[config.mk]
export PLATFORM = sky130hd
export DESIGN_NAME = sig_rx
export DESIGN_NICKNAME = d
export VERILOG_FILES = /design/src/rtl/sig_rx.sv
export SDC_FILE = /design/constraint.sdc
export NUM_CORES = 1
export LEC_CHECK = 0
export ABC_AREA = 1
export BUFFER_PORTS_ARGS = -buffer_cell sky130_fd_sc_hd__buf_4
export CORE_AREA = 2 2 42 83
export DETAILED_ROUTE_END_ITERATION = 7
export DIE_AREA = 0 0 44 85
export PLACE_DENSITY = 0.78
export SKIP_LAST_GASP = 1
export SYNTH_ARGS = -nofsm -noshare
export SYNTH_HDL_FRONTEND = slang
export SYNTH_SLANG_ARGS = --single-unit
[constraint.sdc]
create_clock -name clk_in -period 5.5 [get_ports clk_in]
set_clock_uncertainty 0.2 [all_clocks]
set_input_delay 0.55 -clock clk_in [delete_from_list [all_inputs] [get_ports clk_in]]
set_output_delay 0.55 -clock clk_in [all_outputs]
set_load 0.02 [all_outputs]
[src/rtl/sig_rx.sv]
// sig_rx: framed serial receiver for the sig_gen transmitter.
// Captures MESSAGE_WIDTH bits MSB-first while status_in is high. Each bit is
// sampled at the middle of its CYCLES_PER_BIT-long period. The received word is
// presented with a one-cycle valid strobe. A frame that ends before its last
// sample produces a one-cycle error strobe instead.
module sig_rx #(
    parameter int MESSAGE_WIDTH  = 16,
    parameter int CYCLES_PER_BIT = 1
) (
    input  logic                     clk_in,
    input  logic                     rst_in,
    input  logic                     data_in,
    input  logic                     status_in,
    output logic [MESSAGE_WIDTH-1:0] msg_out,
    output logic                     msg_valid_out,
    output logic                     error_out,
    output logic                     busy_out
);

    localparam int BW = $clog2(MESSAGE_WIDTH + 1);
    localparam int CW = $clog2(CYCLES_PER_BIT + 1);

    // Position inside a bit period at which data_in is taken (mid-bit).
    localparam logic [CW-1:0] MID_CYC  = CW'((CYCLES_PER_BIT - 1) / 2);
    localparam logic [CW-1:0] LAST_CYC = CW'(CYCLES_PER_BIT - 1);
    localparam logic [BW-1:0] LAST_BIT = BW'(MESSAGE_WIDTH - 1);

    typedef enum logic [1:0] {
        IDLE      = 2'd0,
        RECEIVE   = 2'd1,
        WAIT_IDLE = 2'd2
    } state_t;

    state_t                   state_reg;
    logic [MESSAGE_WIDTH-1:0] shift_reg;
    logic [BW-1:0]            bit_reg;
    logic [CW-1:0]            cyc_reg;

    logic [CW-1:0]            cur_cyc;
    logic [BW-1:0]            cur_bit;
    logic [MESSAGE_WIDTH-1:0] shift_base;
    logic [MESSAGE_WIDTH-1:0] shift_next;
    logic                     sample_now;
    logic                     last_sample;

    // Frame position seen by the current edge. The edge that detects the frame
    // in IDLE is position 0 of bit 0, so that edge can already take a sample.
    always_comb begin
        cur_cyc     = '0;
        cur_bit     = '0;
        shift_base  = '0;
        if (state_reg == RECEIVE) begin
            cur_cyc    = cyc_reg;
            cur_bit    = bit_reg;
            shift_base = shift_reg;
        end
        sample_now  = (cur_cyc == MID_CYC);
        shift_next  = sample_now ? ((shift_base << 1) | MESSAGE_WIDTH'(data_in))
                                 : shift_base;
        last_sample = sample_now && (cur_bit == LAST_BIT);
    end

    // Frame FSM: counters, shift register and registered output strobes.
    always_ff @(posedge clk_in or negedge rst_in) begin
        if (!rst_in) begin
            state_reg     <= IDLE;
            shift_reg     <= '0;
            bit_reg       <= '0;
            cyc_reg       <= '0;
            msg_out       <= '0;
            msg_valid_out <= 1'b0;
            error_out     <= 1'b0;
            busy_out      <= 1'b0;
        end else begin
            msg_valid_out <= 1'b0;
            error_out     <= 1'b0;
            case (state_reg)
                IDLE, RECEIVE: begin
                    if (!status_in) begin
                        // A frame that drops before its last sample is discarded.
                        error_out <= (state_reg == RECEIVE);
                        state_reg <= IDLE;
                        busy_out  <= 1'b0;
                        shift_reg <= '0;
                        bit_reg   <= '0;
                        cyc_reg   <= '0;
                    end else begin
                        busy_out  <= 1'b1;
                        shift_reg <= shift_next;
                        if (last_sample) begin
                            msg_out       <= shift_next;
                            msg_valid_out <= 1'b1;
                            state_reg     <= WAIT_IDLE;
                            bit_reg       <= '0;
                            cyc_reg       <= '0;
                        end else begin
                            state_reg <= RECEIVE;
                            if (cur_cyc == LAST_CYC) begin
                                cyc_reg <= '0;
                                bit_reg <= cur_bit + BW'(1);
                            end else begin
                                cyc_reg <= cur_cyc + CW'(1);
                                bit_reg <= cur_bit;
                            end
                        end
                    end
                end
                WAIT_IDLE: begin
                    // Trailing bit time and over-long frames are ignored.
                    if (!status_in) begin
                        state_reg <= IDLE;
                        busy_out  <= 1'b0;
                    end
                end
                default: begin
                    state_reg <= IDLE;
                    busy_out  <= 1'b0;
                end
            endcase
        end
    end

endmodule

Word level (Yosys, flattened, before mapping)

Cells that the tools add are included.

Register bits after elaboration: 43
Input port bits: 4
Output and inout bits: 19
Word-level logic and storage cells: 43

$add $sub $neg: 2
Eq/ne operators: 4
Multiplexer cells: 23
Bitwise operators: 2
Reductions and logical operators: 4

Operators with widths:

| cell                                          | number |
|---|---|
| two-way mux 16 bit                            | 3 |
| two-way mux 5 bit                             | 4 |
| OR 16 x 1 -> 16 bit                           | 1 |
| two-way mux 1 bit                             | 11 |
| two-way mux 2 bit                             | 3 |
| adder 5 x 1 -> 5 bit, second input constant   | 1 |
| == test 5 x 4 -> 1 bit, second input constant | 1 |
| one-hot mux 2 bit (2 select lines)            | 1 |
| AND reduction 3 bit                           | 1 |
| == test 2 x 1 -> 1 bit, second input constant | 1 |
| == test 2 bit, second input constant          | 1 |
| zero test 2 bit                               | 1 |
| inequality test 2 bit, second input constant  | 1 |
| one-hot mux 1 bit (2 select lines)            | 1 |
| OR reduction 2 bit                            | 1 |
| adder 1 bit, second input constant            | 1 |
| logical AND 1 bit                             | 1 |
| NOT 1 bit                                     | 1 |

Longest topological paths before layout

Gate-level depths: netlist (run 1).

Word-level depth: 7
Depth in mapped cells: 12
Mapped depth without buffers: 10

Worst setup path after synthesis (run 1)

Ideal clock, no wire load.

Kind: reg-to-reg
Start point: register state_reg[0]
End point: register msg_out[0]
Setup time: 117 ps
Arrival time: 1,839 ps
Data required time: 5,183 ps
Path slack: 3,344 ps
Stages on the path, launching flop included: 13
Path buffers: 2
Period minus slack after synthesis: 2,156 ps
Cells stage by stage: dfrtp_1 > inv_1 > nor2_4 > inv_2 > buf_6 > nor2_1 > ha_1 > nand4_4 > nor2_8 > nand3_4 > buf_6 > nand2_1 > nand2_1

Longest elaborated chain between the ends: 5
Elaborated cells on any way between the ends: 11
Those cells by class: eq/ne: 2; mux: 4; bitwise: 1; reduce/logical: 4

Ends and longest elaborated chain:

| item                                                          | RTL line | source |
|---|---|---|
| from (decl)                                                   | 34       | `state_t state_reg;` |
| from (signal assigned)                                        | 66       | `state_reg <= IDLE;` |
| from (signal assigned)                                        | 82       | `state_reg <= IDLE;` |
| from (signal assigned)                                        | 93       | `state_reg <= WAIT_IDLE;` |
| == test 2 x 1 -> 1 bit                                        | 52, 77   |  |
| two-way mux 5 bit / two-way mux 1 bit (equally long branches) | 52       | `if (state_reg == RECEIVE) begin` |
| == test 5 x 4 -> 1 bit / NOT 1 bit (equally long branches)    | n/a      |  |
| logical AND 1 bit                                             | 60       | `last_sample = sample_now && (cur_bit == LAST_BIT);` |
| AND reduction 3 bit (no source line)                          | n/a      |  |
| to (signal assigned)                                          | 91       | `msg_out <= shift_next;` |
| to (decl)                                                     | 14       | `output logic [MESSAGE_WIDTH-1:0] msg_out,` |

Several ways; a longest one is shown, not always the timed one.
A chain may end at the register's enable or synchronous reset.

Worst setup path after layout (run 1)

Start point: register state_reg[0]
End point: register msg_out[7]

Same word-level chain as after synthesis.

==> impl_metrics.json, run 1 <==
{
  "status": "complete, no violations",
  "wl_per_cell_um": 13.41,
  "yosys.area.top_type_share_pct": 56.63,
  "dp_hpwl_um": 2240,
  "synth-seq-area-share_pct": 56.63,
  "maxSlewHeadroom_pct": 66.96,
  "finalSetupTns_ps": 0,
  "slew_violations": 0,
  "fin_ws_ps": 3083,
  "reg2reg_slack_ps": 3080,
  "cts_buffers": 5,
  "insertion_delay_ps": 300,
  "crit_buf_inv": 2,
  "rsz0062_at_grt": "false",
  "antenna_found_initial": 0,
  "vias_per_cell": 5.457,
  "cts.repair.resized": 0,
  "drt_wl_total_um": 3405,
  "reg2reg_from": "state_reg[0]",
  "cts_hold_buf": 0,
  "synthCells": 203,
  "fmax_mhz": 413.7,
  "power.static_leakage_nw": 1.072,
  "cts_tree": "built",
  "worst_slew_pin_slew_ps": 495.7,
  "min_period_over_period_pct": 43.95,
  "yosysWarnings": 0,
  "io_buffers": 22,
  "start_util_pct": 58.06,
  "ios": 23,
  "syn_area_per_cell_um2": 8.925,
  "grtUsageTotal_pct": 21.78,
  "largest_reg_flops": 16,
  "cts_buffer_depth": 2,
  "cts_setup_buffers": 0,
  "fin_util_pct": 66.44,
  "path_common_cell": "nand2_1",
  "hold_path_class": "input pin to async pin",
  "drive_above_1_share_pct": 17.04,
  "syn2layout_area_growth_pct": 14.43,
  "fin_crit_ps": 2417,
  "gp_congestion": 0.8216,
  "crit_family": "simple AND/OR/NAND/NOR gates",
  "clockRootBuffer": "clkbuf_8",
  "pre_cts_ws_ps": 3116,
  "core_area_mm2": 0.003120,
  "cp-startpoint": "state_reg[0]",
  "path_cells": "inv_1 -> nor2_4 -> inv_2 -> nor2_1 -> ha_1 -> nand4_4 -> nor2_8 -> nand3_4 -> nand2_1 -> nand2_1",
  "syn-num-nets": 208,
  "worst_ep_required_time_ps": 5490,
  "max_cap_violations": 0,
  "whs_ps": 15.11,
  "p_per_area_mw_per_mm2": 280.8,
  "synthTopCellsByArea": "dfrtp_1 (57%), nand2_1 (12%), nand4_1 (5.5%)",
  "antennaDiodeCount": 0,
  "setup_viol": 0,
  "overflow": 0,
  "hold_viol": 0,
  "clk_pin_slew_ps": 80,
  "synth_top_area_cell": "dfrtp_1",
  "htreeDepth": 2,
  "ant_nets": 0,
  "crit_fanout": 19,
  "ys_ff_latch": 41,
  "drt_pass1_iterations": 4,
  "grt_pass1_vias": 1383,
  "criticalPathCategory": "flip-flop to flip-flop",
  "grt_max_degree": 42,
  "grt_pass1_wl_um": 6051,
  "worstPathArrival_ps": 2410,
  "yosysUniqueCellTypes": 21,
  "vias": 1386,
  "die_y_um": 85,
  "crit_path_max_incr_delay_ps": 420,
  "drc": 0,
  "drtIter0Drc": 45,
  "startpoint_type": "flip-flop",
  "die_w_um": 44,
  "num-nets-final": 227,
  "synth_area_mm2": 0.001812,
  "clock-sinks": 41,
  "dieArea_mm2": 0.003740,
  "worstSetupEndpointType": "flip-flop",
  "row_count": 29,
  "cp_slowest_cell": "dfrtp_1",
  "ir_drop_mv": 0.2006
}
==> cell families after synthesis <==
| family | share of synthesized area (%) |
|---|---|
| simple gates | 28.87 |
| flops | 56.63 |
| buf+inv | 8.219 |
| compound gates | 5.594 |
| fa+ha+maj | 0.6905 |
==> synth_stat cells <==
cell type	number
a21oi_1	1
nand3_1	10
inv_1	21
nand2_1	56
inv_2	2
nor2_8	1
nand4_1	16
nand4_4	1
nand3_4	1
dfrtp_1	41
nand2_4	1
o21ai_0	18
buf_6	2
o22ai_1	1
nor2_2	1
buf_4	1
nor2_1	20
buf_2	5
clkbuf_1	2
nor2_4	1
ha_1	1
==> report_power, final <==
| part | switching, W | internal (W) | leakage, nW | total [W] |
|---|---|---|---|---|
| combinational | 0.0000171 | 0.00000494 | 0.451 | 0.0000220 |
| clock | 0.000107 | 0.000148 | 0.0574 | 0.000254 |
| sequential | 0.00000168 | 0.000304 | 0.563 | 0.000306 |
==> placed cells by master (no fill, tap or decap), types with 2 or more instances in the layout <==
cell type / netlist / final
buf_4: 1 / 22
nand4_1: 16 / 16
dfrtp_1: 41 / 41
inv_2: 2 / 2
nand3_1: 10 / 10
clkbuf_8: 0 / 6
o21ai_0: 18 / 18
nand2_1: 56 / 56
nor2_1: 20 / 20
inv_1: 21 / 21
==> cell type report <==
cell class,count,area (µm²)
clock buffers,6,82.58
inverters,23,86.33
repair buffers,22,165.2
clock inverters,2,37.54
multi-input cells,129,636.9
fillers,262,1047
well taps,31,38.79
flip-flops and latches,41,1026
==> routing by layer <==
metal	global-route usage [%]	share of wire, %	up-vias
met5	0	0	-
met4	12.95	3.1	0
met3	4.894	3.5	10
met2	34.49	50	35
met1	26.15	43	656
li1	-	-	685
==> per-stage QoR <==
stage          std cells  total power, W  instance area (µm²)
3_3_place_gp         246       0.0003341                 1953
2_1_floorplan        203       0.0003241                 1812
3_5_place_dp         246       0.0003343                 1953
6_report             254       0.0005821                 2073
5_1_grt              254       0.0005988                 2073
4_1_cts              254       0.0005862                 2073
==> final timing paths <==
kind / to / cells past startpoint
setup / recovery: msg_out[7] / 10
hold / removal: error_out / 1
setup reg to reg: msg_out[7] / 10
hold reg to reg: msg_out[6] / 2
max in group asynchronous: shift_reg[0] / 1
min in group clk_in: msg_out[6] / 2
No activity file was read; power rests on OpenSTA's default activity.
==> inputs of run 2 (changes only) <==
- CORE_AREA: 2 2 42 83 -> 2 2 46 90
- DIE_AREA: 0 0 44 85 -> 0 0 48 92
- PLACE_DENSITY: 0.78 -> 0.69
- clock period: 5.5 -> 2.1 ns (I/O delays scaled with it)
==> run 2 against run 1 <==
Net effect:
- die area rose by 18%
- utilization is 8.7 points lower
- power grew to 2.6 times the previous value
- sequential share of layout area down 2.8 points
- critical endpoint is now msg_out[12]
==> impl_metrics.json, run 2 (synthesis results as in run 1) <==
{
  "status": "complete, no violations",
  "dp_hpwl_um": 2533,
  "final_cells": 283,
  "clockRootBuffer": "clkbuf_8",
  "min_period_over_period_pct": 91.43,
  "final_cell_mix": "nand2_1 (56), dfrtp_1 (41), buf_4 (29)",
  "cts_tree": "built",
  "die_w_um": 48,
  "min_from": "status_in",
  "grt_pass1_wl_um": 6313,
  "htreeDepth": 2,
  "grt_pass1_vias": 1405,
  "cts_buffer_depth": 2,
  "p_sw_share_pct": 21.06,
  "min_to": "error_out",
  "seq_power_share_pct": 52.4,
  "criticalPathCategory": "flip-flop to flip-flop",
  "switching_power_w": 0.0003214,
  "grtUsageTotal_pct": 19.60,
  "reg2reg_from": "state_reg[0]",
  "overflow": 0,
  "io_buffers": 22,
  "core_area_mm2": 0.003804,
  "drtIter0Drc": 43,
  "ant_nets": 0,
  "antenna_found_initial": 0,
  "clock-sinks": 41,
  "setup_viol": 0,
  "vias_per_cell": 5.011,
  "ir_drop_mv": 0.7212,
  "slew_violations": 0,
  "reg2reg_slack_ps": 180,
  "ios": 23,
  "largest_reg_flops": 16,
  "drt_pass1_iterations": 4,
  "clk_pin_slew_ps": 80,
  "nFillCells": 361,
  "syn2layout_area_growth_pct": 21.20,
  "finalSetupTns_ps": 0,
  "path_common_cell": "nand2_1",
  "vias": 1418,
  "power.total_w": 0.001526,
  "cts_buffers": 5,
  "max_cap_violations": 0,
  "hold_viol": 0,
  "worstPathArrival_ps": 1900,
  "p_int_w": 0.001205,
  "drive_above_1_share_pct": 21.12,
  "power.static_leakage_nw": 1.111,
  "path_cells": "inv_2 -> nor2_4 -> inv_4 -> nor2_2 -> ha_4 -> nand4_4 -> nor2_8 -> nand3_4 -> nand2_1 -> nand2_1",
  "fin_ws_ps": 180.0,
  "cts_setup_buffers": 0,
  "wl_per_cell_um": 12.80,
  "final_common_cell": "nand2_1",
  "dieArea_mm2": 0.004416,
  "row_count": 32,
  "antennaDiodeCount": 0,
  "worst_ep_required_time_ps": 2080,
  "worstReg2RegEnd": "msg_out[12]",
  "start_util_pct": 47.63,
  "insertion_delay_ps": 290,
  "grt_max_degree": 42,
  "p_per_area_mw_per_mm2": 695.1,
  "pre_cts_ws_ps": 168.3,
  "cts.repair.resized": 0,
  "drc": 0,
  "cp_slowest_cell": "dfrtp_1",
  "rsz0062_at_grt": "false",
  "maxSlewHeadroom_pct": 66.60,
  "rr_worst_depth": 10,
  "crit_path_max_incr_delay_ps": 370,
  "worst_slew_pin_slew_ps": 501.0,
  "min_path_cells": 2,
  "pwr-share-clk_pct": 42.7,
  "startpoint_type": "flip-flop",
  "fmax_mhz": 520.8,
  "gp_congestion": 0.7930,
  "crit_fanout": 18,
  "hold_path_class": "input pin to flip-flop",
  "drt_wl_total_um": 3622,
  "die_y_um": 92,
  "fin_crit_ps": 1920,
  "worstSetupEndpointType": "flip-flop",
  "num-nets-final": 236,
  "dp.cells": 273,
  "combPwrFrac_pct": 4.9
}
[run 2: through the flow]
step,util (%),area [µm²],hold slack (ps)
2_1_floorplan,-,1837,-285.6
3_3_place_gp,54.05,2056,17.34
3_5_place_dp,54.05,2056,15.33
4_1_cts,57.73,2196,84.42
5_1_grt,57.73,2196,117.1
6_report,57.73,2196,95.98
[run 2: per-layer routing]
metal  global-route usage, %  share of wire [%]  routed length, µm
met3                   3.543                2.3                 84
met4                   6.532                1.3                 47
met1                   25.03                 42               1508
met2                   31.89                 55               1981
met5                       0                  0                  0
[run 2: repair_timing]
item	in CTS	in global routing
setup endpoints to repair	0	0
hold buffers	2	0
endpoints found under the hold margin	42	0
[run 2: critical path, delay by kind of cell, from the launching register on]
family	cells	cell delay (ps)
buffers and inverters	2	130
adder cells (fa/ha/maj)	1	160
AND/OR/NAND/NOR	7	940
flip-flops	1	370
[run 2: worst max-delay path by stage]
stage,depth (start not counted),slack [ps],start,end
6_report,10,180,state_reg[0],msg_out[12]
5_1_grt,10,20,state_reg[0],msg_out[10]
4_1_cts,10,150,state_reg[0],msg_out[6]
3_5_place_dp,10,170,state_reg[0],msg_out[6]
3_3_place_gp,10,230,state_reg[0],msg_out[12]
2_1_floorplan,12,20,state_reg[0],msg_out[0]
[run 2: power groups by stage]
stage	sequential (W)	clock (W)	combinational, W
after floorplan	0.000819	0	0.0000352
after global placement	0.000816	0	0.0000725
after detailed placement	0.000816	0	0.0000726
after CTS	0.000800	0.000674	0.0000757
after global routing	0.000801	0.000703	0.0000838
final	0.000800	0.000652	0.0000742
[run 2: area by class of cell]
type | instances | area (µm²) | share of cell area, %
clock inverter | 2 | 37.54 | 1.709
clock buffer | 6 | 82.58 | 3.761
multi-input combinational | 129 | 659.4 | 30.03
sequential | 41 | 1026 | 46.72
timing repair buffer | 31 | 237.7 | 10.83
inverter | 23 | 88.84 | 4.046
tap | 51 | 63.81 | 2.906
